## config.mk

```make
export PLATFORM = sky130hd
export DESIGN_NAME = idct_mul_phase_sequencer_flat
export DESIGN_NICKNAME = d
export VERILOG_FILES = /design/src/rtl/idct_mul_phase_sequencer_if.sv /design/src/rtl/idct_mul_phase_sequencer.sv /design/src/flat_wrapper.sv
export SDC_FILE = /design/constraint.sdc
export NUM_CORES = 1
export LEC_CHECK = 0
export ABC_AREA = 1
export ABC_CLOCK_PERIOD_IN_PS = 1700
export CORE_MARGIN = 10
export CORE_UTILIZATION = 35
export DETAILED_ROUTE_END_ITERATION = 12
export GPL_ROUTABILITY_DRIVEN = 0
export GPL_TIMING_DRIVEN = 0
export PLACE_DENSITY = 0.67
export SLEW_MARGIN = 15
export SYNTH_ARGS = -nofsm -noshare
export SYNTH_HDL_FRONTEND = slang
export SYNTH_SLANG_ARGS = --single-unit
export TNS_END_PERCENT = 20
```

## constraint.sdc

```tcl
create_clock -name clk -period 1.7 [get_ports clk]
set_input_delay 0.51 -clock clk [delete_from_list [all_inputs] [get_ports clk]]
set_output_delay 0.51 -clock clk [all_outputs]
set_load 0.01 [all_outputs]
```

## src/rtl/idct_mul_phase_sequencer_if.sv

```systemverilog
// Handshake and control bundle between the block controller and the IDCT multiplier phase sequencer.
// The controller drives the master side, and the sequencer uses the slave side.
interface idct_mul_phase_sequencer_if #(
    parameter int CNT_W = 9
);
    logic             start;
    logic             abort;
    logic             stall;
    logic             apx_row;
    logic             apx_col;
    logic [2:0]       state_out;
    logic [CNT_W-1:0] count0;
    logic             rapx;
    logic             acc_sel;
    logic             mac_en;
    logic             busy;
    logic             done;

    modport master (
        output start, abort, stall, apx_row, apx_col,
        input  state_out, count0, rapx, acc_sel, mac_en, busy, done
    );

    modport slave (
        input  start, abort, stall, apx_row, apx_col,
        output state_out, count0, rapx, acc_sel, mac_en, busy, done
    );
endinterface

```

## src/rtl/idct_mul_phase_sequencer.sv

```systemverilog
// Phase/count sequencer for the shared IDCT multiplier: ROW -> XFER -> COL -> DRAIN per start.
// Phase and count are registered. done is a registered pulse. mac_en and the precision selects decode the registered state.
module idct_mul_phase_sequencer #(
    parameter int ROW_LEN   = 64,
    parameter int XFER_LEN  = 8,
    parameter int COL_LEN   = 64,
    parameter int DRAIN_LEN = 8,
    parameter int CNT_W     = 9
) (
    input  logic                        clk,
    input  logic                        rstP,
    idct_mul_phase_sequencer_if.slave   sq
);
    localparam logic [2:0] S_IDLE  = 3'b000;
    localparam logic [2:0] S_ROW   = 3'b001;
    localparam logic [2:0] S_XFER  = 3'b010;
    localparam logic [2:0] S_COL   = 3'b011;
    localparam logic [2:0] S_DRAIN = 3'b100;

    localparam logic [CNT_W-1:0] ROW_LAST   = CNT_W'(ROW_LEN - 1);
    localparam logic [CNT_W-1:0] XFER_LAST  = CNT_W'(XFER_LEN - 1);
    localparam logic [CNT_W-1:0] COL_LAST   = CNT_W'(COL_LEN - 1);
    localparam logic [CNT_W-1:0] DRAIN_LAST = CNT_W'(DRAIN_LEN - 1);

    logic [2:0]       phase_q, phase_d, next_phase;
    logic [CNT_W-1:0] cnt_q, cnt_d;
    logic             apx_row_q, apx_col_q;
    logic             done_q, done_d;
    logic             last_cnt;
    logic             busy_w, rapx_w;

    always_comb begin
        last_cnt   = 1'b0;
        next_phase = S_IDLE;
        case (phase_q)
            S_ROW:   begin last_cnt = (cnt_q == ROW_LAST);   next_phase = S_XFER;  end
            S_XFER:  begin last_cnt = (cnt_q == XFER_LAST);  next_phase = S_COL;   end
            S_COL:   begin last_cnt = (cnt_q == COL_LAST);   next_phase = S_DRAIN; end
            S_DRAIN: begin last_cnt = (cnt_q == DRAIN_LAST); next_phase = S_IDLE;  end
            default: begin last_cnt = 1'b0;                  next_phase = S_IDLE;  end
        endcase
    end

    // abort outranks stall, and stall outranks the count/advance path
    always_comb begin
        phase_d = phase_q;
        cnt_d   = cnt_q;
        done_d  = 1'b0;
        case (phase_q)
            S_IDLE: begin
                cnt_d = '0;
                if (sq.start) begin
                    phase_d = S_ROW;
                end
            end
            S_ROW, S_XFER, S_COL, S_DRAIN: begin
                if (sq.abort) begin
                    phase_d = S_IDLE;
                    cnt_d   = '0;
                end else if (!sq.stall) begin
                    if (last_cnt) begin
                        phase_d = next_phase;
                        cnt_d   = '0;
                        done_d  = (phase_q == S_DRAIN);
                    end else begin
                        cnt_d = cnt_q + CNT_W'(1);
                    end
                end
            end
            default: begin
                phase_d = S_IDLE;
                cnt_d   = '0;
            end
        endcase
    end

    always_ff @(posedge clk) begin
        if (rstP) begin
            phase_q   <= S_IDLE;
            cnt_q     <= '0;
            done_q    <= 1'b0;
            apx_row_q <= 1'b0;
            apx_col_q <= 1'b0;
        end else begin
            phase_q <= phase_d;
            cnt_q   <= cnt_d;
            done_q  <= done_d;
            if (phase_q == S_IDLE && sq.start) begin
                apx_row_q <= sq.apx_row;
                apx_col_q <= sq.apx_col;
            end
        end
    end

    always_comb begin
        rapx_w = 1'b0;
        case (phase_q)
            S_ROW, S_XFER:  rapx_w = apx_row_q;
            S_COL, S_DRAIN: rapx_w = apx_col_q;
            default:        rapx_w = 1'b0;
        endcase
    end

    assign busy_w       = (phase_q != S_IDLE);
    assign sq.state_out = phase_q;
    assign sq.count0    = cnt_q;
    assign sq.busy      = busy_w;
    assign sq.done      = done_q;
    assign sq.rapx      = rapx_w;
    assign sq.acc_sel   = busy_w & ~rapx_w;
    assign sq.mac_en    = ((phase_q == S_ROW) || (phase_q == S_COL)) & ~sq.stall;
endmodule

```

## src/flat_wrapper.sv

```systemverilog
// flat-port wrapper written by rule: the top's interface ports become plain ports
module idct_mul_phase_sequencer_flat 
#(
    parameter int ROW_LEN   = 64,
    parameter int XFER_LEN  = 8,
    parameter int COL_LEN   = 64,
    parameter int DRAIN_LEN = 8,
    parameter int CNT_W     = 9
)
  (clk, rstP, sq_start, sq_abort, sq_stall, sq_apx_row, sq_apx_col, sq_state_out, sq_count0, sq_rapx, sq_acc_sel, sq_mac_en, sq_busy, sq_done);
  idct_mul_phase_sequencer_if #(.CNT_W(CNT_W)) sq_i ();
  input  logic clk;
  input  logic rstP;
  input wire logic [$bits(sq_i.start)-1:0] sq_start;
  input wire logic [$bits(sq_i.abort)-1:0] sq_abort;
  input wire logic [$bits(sq_i.stall)-1:0] sq_stall;
  input wire logic [$bits(sq_i.apx_row)-1:0] sq_apx_row;
  input wire logic [$bits(sq_i.apx_col)-1:0] sq_apx_col;
  output wire logic [$bits(sq_i.state_out)-1:0] sq_state_out;
  output wire logic [$bits(sq_i.count0)-1:0] sq_count0;
  output wire logic [$bits(sq_i.rapx)-1:0] sq_rapx;
  output wire logic [$bits(sq_i.acc_sel)-1:0] sq_acc_sel;
  output wire logic [$bits(sq_i.mac_en)-1:0] sq_mac_en;
  output wire logic [$bits(sq_i.busy)-1:0] sq_busy;
  output wire logic [$bits(sq_i.done)-1:0] sq_done;
  assign sq_i.start = sq_start;
  assign sq_i.abort = sq_abort;
  assign sq_i.stall = sq_stall;
  assign sq_i.apx_row = sq_apx_row;
  assign sq_i.apx_col = sq_apx_col;
  assign sq_state_out = sq_i.state_out;
  assign sq_count0 = sq_i.count0;
  assign sq_rapx = sq_i.rapx;
  assign sq_acc_sel = sq_i.acc_sel;
  assign sq_mac_en = sq_i.mac_en;
  assign sq_busy = sq_i.busy;
  assign sq_done = sq_i.done;
  idct_mul_phase_sequencer #(.ROW_LEN(ROW_LEN), .XFER_LEN(XFER_LEN), .COL_LEN(COL_LEN), .DRAIN_LEN(DRAIN_LEN), .CNT_W(CNT_W)) u_core (.clk(clk), .rstP(rstP), .sq(sq_i));
endmodule
```

==> results of run 1 <==
flip-flops by register name (all words and copies together), names as in the netlist:
| register | cells |
|---|---|
| u_core.sq.state_out | 3 |
| u_core.sq.count0 | 9 |
| u_core.apx_row_q | 1 |
| u_core.apx_col_q | 1 |
| u_core.sq.done | 1 |
metal layers:
metal  GRT usage  vias up  wire length, um
met2       0.139       25              989
met1      0.0926      363              875
met5           0        -                0
met3      0.0300        4              157
li1            -      439                -
met4      0.0466        0               34
power breakdown:
part / total [mW] / switching, mW / internal [mW] / leakage, nW
Sequential: 0.507 / 0.0857 / 0.422 / 0.125
Clock: 0.207 / 0.116 / 0.0912 / 0.0150
Combinational: 0.798 / 0.481 / 0.317 / 0.402
synthesized netlist by cell type (2+ instances only):
| cell type | n |
|---|---|
| nand2_1 | 21 |
| nor2_1 | 20 |
| dfxtp_1 | 15 |
| nor2_2 | 2 |
| xor2_1 | 3 |
| inv_1 | 18 |
| nor2_4 | 4 |
| nor3_1 | 2 |
| nand3_1 | 14 |
| o21ai_0 | 3 |
| a21oi_1 | 5 |
what timing repair did:
item | in CTS | in global routing
endpoints found under the setup margin | 18 | 4
gates resized for setup | 46 | 1
pin swaps | 2 | 0
buffers inserted | 2 | 0
worst min-delay path: stages, from the launching register on:
cell and delay (ps):
dfxtp_1 330, nand2_1 60, a21oi_1 50
how the worst max path moves through the flow:
stage | endpoint | slack (ps) | cells past startpoint
floorplan | sq_acc_sel | 110 | 6
global placement | sq_mac_en | -700 | 3
detailed placement | sq_mac_en | -690 | 3
CTS | sq_acc_sel | -60 | 5
global route | sq_acc_sel | -130 | 7
finish | sq_acc_sel | -60 | 5
per-stage QoR:
step                TNS, ps  worst slack [ps]  cell area (um^2)
floorplan                 0               111               856
global placement      -3910              -696              1120
detailed placement    -3990              -688              1120
CTS                    -129             -58.8              1180
global route           -286              -133              1180
finish                -95.2             -55.2              1180
cell families (layout without fill, tap and decap cells):
| kind of cell | after synthesis | count (layout) | synth area share |
|---|---|---|---|
| adder cells (fa/ha/maj) | 1 | 1 | 0.0146 |
| AND/OR/NAND/NOR | 71 | 71 | 0.447 |
| AO/OA/AOI/OAI | 10 | 10 | 0.0629 |
| buffers and inverters | 19 | 48 | 0.0833 |
| XOR/XNOR | 4 | 4 | 0.0409 |
| flip-flops | 15 | 15 | 0.351 |
layout make-up:
cell class	count	area, um^2	area share
Clock buffer	4	26.3	0.0223
Inverter	19	73.8	0.0628
Multi-Input combinational cell	86	512	0.435
Sequential cell	15	314	0.267
Tap cell	28	35.0	0.0298
Timing Repair Buffer	25	215	0.183
==> metrics.md, run 1 <==
| Metric | Value |
|---|---|
| Status | complete, but fails checks |
| Violated checks | negative setup slack |
| Area leader, netlist | dfxtp_1 |
| Num rows | 17 |
| WP data required | 1190 ps |
| Sequential area share after synthesis | 0.351 |
| Final worst slack | -55.2 ps |
| Async set-reset flop share out of synthesis | 0 |
| Number of synthesized flops with an enable pin | 0 |
| Post-DRT Antenna Nets | 0 |
| Die Y | 69.5 um |
| Ranking of synthesized cells by area | dfxtp_1 35%, nand2_1 9.2%, nor2_1 8.8% |
| Avg Inst Size Synth | 7.13 um^2 |
| DP Wirelength | 1620 um |
| Core Box Area | 2280 um^2 |
| Post-Syn Area | between 800 and 900 um^2 |
| CTS Sinks | 15 |
| Most frequent cells in the layout | 19 x nand2_1, 19 x nor2_1, 16 x inv_1, 14 x nand3_1, 13 x dlygate4sd2_1 |
| N_diodes | 0 |
| Period minus WS final | 1760 ps |
| Critical path capture point type | output pin |
| Pwr Total | between 1.5 and 2 mW |
| Worst-margin pin slew | approximately 280 ps |
| Nets@finish | approximately 160 |
| Vias in the first global route | slightly below 800 |
| R2r endpoint | u_core.sq.state_out[0] |
| # placed instances | ~170 |
| GR Overflow Total | 0 |
| Yosys reg bits | 15 |
| DIE WIDTH | 69.5 um |
| Clock tree from TritonCTS | done |
| R2R setup slack | ~220 ps |
| Worst EP arrival | between 1000 and 1500 ps |
| Cell Pwr Density | 1290 nW/um^2 |
| Post-synth top flop | dfxtp_1 |
| Peak VDD IR | roughly 1200 uV |
| Post-route DRC | 0 |
| Num CTS Buffers | 3 |
| Mapped Cells | 120 |
| Wire length of the first global-routing pass | between 3000 and 4000 um |
| Number of port buffers | 23 |
| Drt pass-1 iters | 4 |
| Worst path slowest cell | dfxtp_4 |
| Syn nets | between 100 and 150 |
| Endpoints failing setup | 2 |
| Routed vias | roughly 830 |
| Largest net degree at the start of global routing | 9 |
| Final wirelength | around 2100 um |
| Max clock buf depth | 2 |
| R2r startpoint | u_core.sq.count0[0] |
| Full die area | between 4000 and 5000 um^2 |
| Hold Crit Start | u_core.apx_col_q |
| Yosys cell types | 24 |
| Leakage | ~0.54 nW |
| Fin. max-slew vios | 0 |
| H-tree depth | 1 |
| CTS Root Cell | clkbuf_4 |
| Synth top area share | 0.351 |
| RSZ-0062 raised after global routing | true |
| GR Util All Layers | 0.0849 |
| Startpoint type of the worst setup path | flip-flop |
| # IOs | 24 |
| Clock Skew | approximately 3.3 ps |
| Max Cap Viol | 0 |
| Hold WC Path Type | flip-flop to flip-flop |
| Fillers | ~210 |
| Headroom to the max-slew limit | 0.809 |
| Kind of critical path | flip-flop to output pin |
| Clk slew on worst S/H paths | roughly 90 ps |
| Fmax | around 0.57 GHz |
| Crit path launch | u_core.sq.state_out[0] |
| Hold Crit Depth | 2 |
| Synth-to-layout area growth | 37.4% |
| Synth warn | 0 |
| Fin crit share | 1.03 |
| WL per Instance | approximately 12 um |
| Vias per cell | about 4.7 |
| Layout cell share with drive strength beyond 1 | 0.228 |
| Initial antenna violation count | 0 |
| Largest delay share family, worst path | flip-flops |
| Non-Filler Instances | 177 |
| Initial Util | 0.376 |
| Buffers and inverters on the worst path | 2 |
| Worst Hold End | u_core.apx_col_q |
| Worst Reg-to-Reg Cells | 10 |
| CP peak stage delay | approximately 380 ps |
| Hold Vio Cnt, Final | 0 |
| Starting DRT DRC Count | 33 |
| Crit-path cells | nor2_4, nand2_1, inv_1, nor2_1, buf_2 |
| Crit path max fanout | 4 |
| Clock latency on the worst-skew pair | approximately 280 ps |
| Hold_buf cts | 0 |
| Min Hold Slack | 480 ps |
| Final Util | 0.517 |
(Power assumes the default switching activity.)
==> run 2, diff against run 1 <==
- CORE_MARGIN: 10 -> 1.5
- GPL_TIMING_DRIVEN: 0 -> not set
==> run 2 against run 1 <==
The flow still finishes with violations (negative setup slack). Count of clock-buffer cells in the layout down 1. Combinational power up 39%. Design area up 14%. Fmax up 0.64%. Routed wire length up 0.88%. Die area down 43%. Global-route usage up 9.3 points. Critical endpoint unchanged. Largest power group unchanged.
==> metrics.md, run 2 (synthesis gave the netlist of run 1 again) <==
| Metric | Value |
|---|---|
| Status | complete, but fails checks |
| Violated checks | negative setup slack |
| Fin. max-slew vios | 0 (unchanged) |
| R2R setup slack | 150 ps (-70 ps) |
| Fillers | 223 (+5.2%) |
| Starting DRT DRC Count | 21 (-36%) |
| Initial Util | 0.380 (+0.00355) |
| Crit path launch | u_core.sq.state_out[0] |
| Max Cap Viol | 0 (unchanged) |
| Period minus WS final | 1740 ps (-11.1 ps) |
| Number of port buffers | 23 (unchanged) |
| Headroom to the max-slew limit | 0.790 (-0.0186) |
| Vias in the first global route | 826 (+5.4%) |
| Layout cell share with drive strength beyond 1 | 0.339 (+0.111) |
| WP data required | 1190 ps (about the same) |
| Most common cell after layout, fill and taps aside | buf_4 |
| Num CTS Buffers | 3 (unchanged) |
| CTS Sinks | 15 (unchanged) |
| DP Wirelength | 1630 um (+0.84%) |
| Final worst slack | -44.1 ps (+11.1 ps) |
| Final instance area | 1340 um^2 (+14%) |
| Vias per cell | 4.61 (-1.7%) |
| Fmax | 0.573 GHz (+0.64%) |
| Final wirelength | 2070 um (+0.88%) |
| Final Util | 0.593 (+0.0765) |
| Core Box Area | 2250 um^2 (-0.93%) |
| Most frequent cells in the layout | 25 x buf_4, 20 x nor2_1, 18 x nand2_1, 17 x inv_1, 14 x nand3_1 |
| Fin crit share | 1.03 (-0.00654) |
| Peak VDD IR | 914 uV (-21%) |
| DIE WIDTH | 52.5 um (-24%) |
| Startpoint type of the worst setup path | flip-flop |
| DP Area | 1300 um^2 (+16%) |
| RSZ-0062 raised after global routing | true |
| Pwr Total | 1.82 mW (+20%) |
| Drt pass-1 iters | 4 (unchanged) |
| Setup crit end | sq_acc_sel |
| Post-route DRC | 0 (unchanged) |
| Worst EP arrival | 1230 ps (-20 ps) |
| GR Overflow Total | 0 (unchanged) |
| Wire length of the first global-routing pass | 3630 um (+5.0%) |
| Clock tree from TritonCTS | done |
| N_diodes | 0 (unchanged) |
| Nets@finish | 180 (+14%) |
| Largest net degree at the start of global routing | 10 (+1) |
| Max clock buf depth | 2 (unchanged) |
| Hold WC Path Type | flip-flop to flip-flop |
| WL per Instance | 10.4 um (-10%) |
| Leakage | 0.664 nW (+23%) |
| Routed vias | 918 (+10%) |
| # IOs | 24 (unchanged) |
| Full die area | 2750 um^2 (-43%) |
| R2r startpoint | u_core.sq.state_out[1] |
| # placed instances | 193 (+13%) |
| R2r endpoint | u_core.sq.count0[3] |
| Min Hold Slack | 478 ps (-2.22 ps) |
| Kind of critical path | flip-flop to output pin |
| H-tree depth | 1 (unchanged) |
| Clk slew on worst S/H paths | 100 ps (about the same) |
| Initial antenna violation count | 0 (unchanged) |
| Cell Pwr Density | 1360 nW/um^2 (+5.6%) |
| Endpoints failing setup | 1 (-1) |
| Critical path capture point type | output pin |
| Worst-margin pin slew | 312 ps (+27.7 ps) |
| Num rows | 17 (unchanged) |
| Worst Reg-to-Reg Cells | 10 (unchanged) |
| Hold Vio Cnt, Final | 0 (unchanged) |
| GR Util All Layers | 0.178 (+0.0935) |
| CTS Root Cell | clkbuf_4 |
| Crit path max fanout | 4 (unchanged) |
| Number of flip-flops in the largest register | 9 (unchanged) |
| Clock Skew | 0.847 ps (-2.47 ps) |
| Post-DRT Antenna Nets | 0 (unchanged) |
| Clock latency on the worst-skew pair | 290 ps (about the same) |
| Die Y | 52.5 um (-24%) |
| Synth-to-layout area growth | 56.3% |
| Non-Filler Instances | 199 (+12%) |
==> run 2: metrics by stage <==
| step | TNS [ps] | setup slack, ps |
|---|---|---|
| after CTS | -55.6 | -55.6 |
| final | -44.1 | -44.1 |
| after detailed placement | -4430 | -578 |
| after global routing | -260 | -150 |
| after floorplan | 0 | 111 |
| after global placement | -4210 | -566 |
==> run 2: power by group <==
group / internal (mW) / total [mW] / switching (mW)
combinational: 0.563 / 1.11 / 0.542
sequential: 0.422 / 0.493 / 0.0707
clock: 0.0877 / 0.217 / 0.130
==> run 2: final cells by class <==
cell class	count	area, um^2	area share
multi-input cells	86	502	0.375
repair buffers	47	388	0.290
flip-flops and latches	15	314	0.235
inverters	19	71.3	0.0533
well taps	28	35.0	0.0262
clock buffers	3	22.5	0.0168
clock inverters	1	5.00	0.00374
==> run 2: worst min-delay path by stage <==
stage,from,endpoint,cells after the start
2_1_floorplan,u_core.apx_col_q,u_core.apx_col_q,2
3_3_place_gp,u_core.apx_col_q,u_core.apx_col_q,2
3_5_place_dp,u_core.apx_col_q,u_core.apx_col_q,2
4_1_cts,u_core.apx_col_q,u_core.apx_col_q,2
5_1_grt,u_core.apx_col_q,u_core.apx_col_q,2
6_report,u_core.apx_col_q,u_core.apx_col_q,2
==> run 2: metal layers <==
layer / wire length (um) / GRT usage / part of all wire / up-vias
met4: 64 / 0.115 / 0.031 / 0
li1: - / - / - / 486
met1: 996 / 0.252 / 0.48 / 410
met3: 49 / 0.0200 / 0.024 / 7
met2: 963 / 0.252 / 0.46 / 15
met5: 0 / 0 / 0 / -
==> run 2: critical path, cell delays in order (launching register included) <==
cell and delay, ps:
dfxtp_4 390, inv_2 50, nand2_2 80, nor2_4 40
o21ai_1 110, nand2_1 70, nor2_1 70, buf_2 130
==> run 2: repair_timing <==
action	CTS	global route
endpoints found under the setup margin	20	5
gates resized for setup	43	2
setup buffers	2	0
hold buffers	0	0
pin swaps	1	2
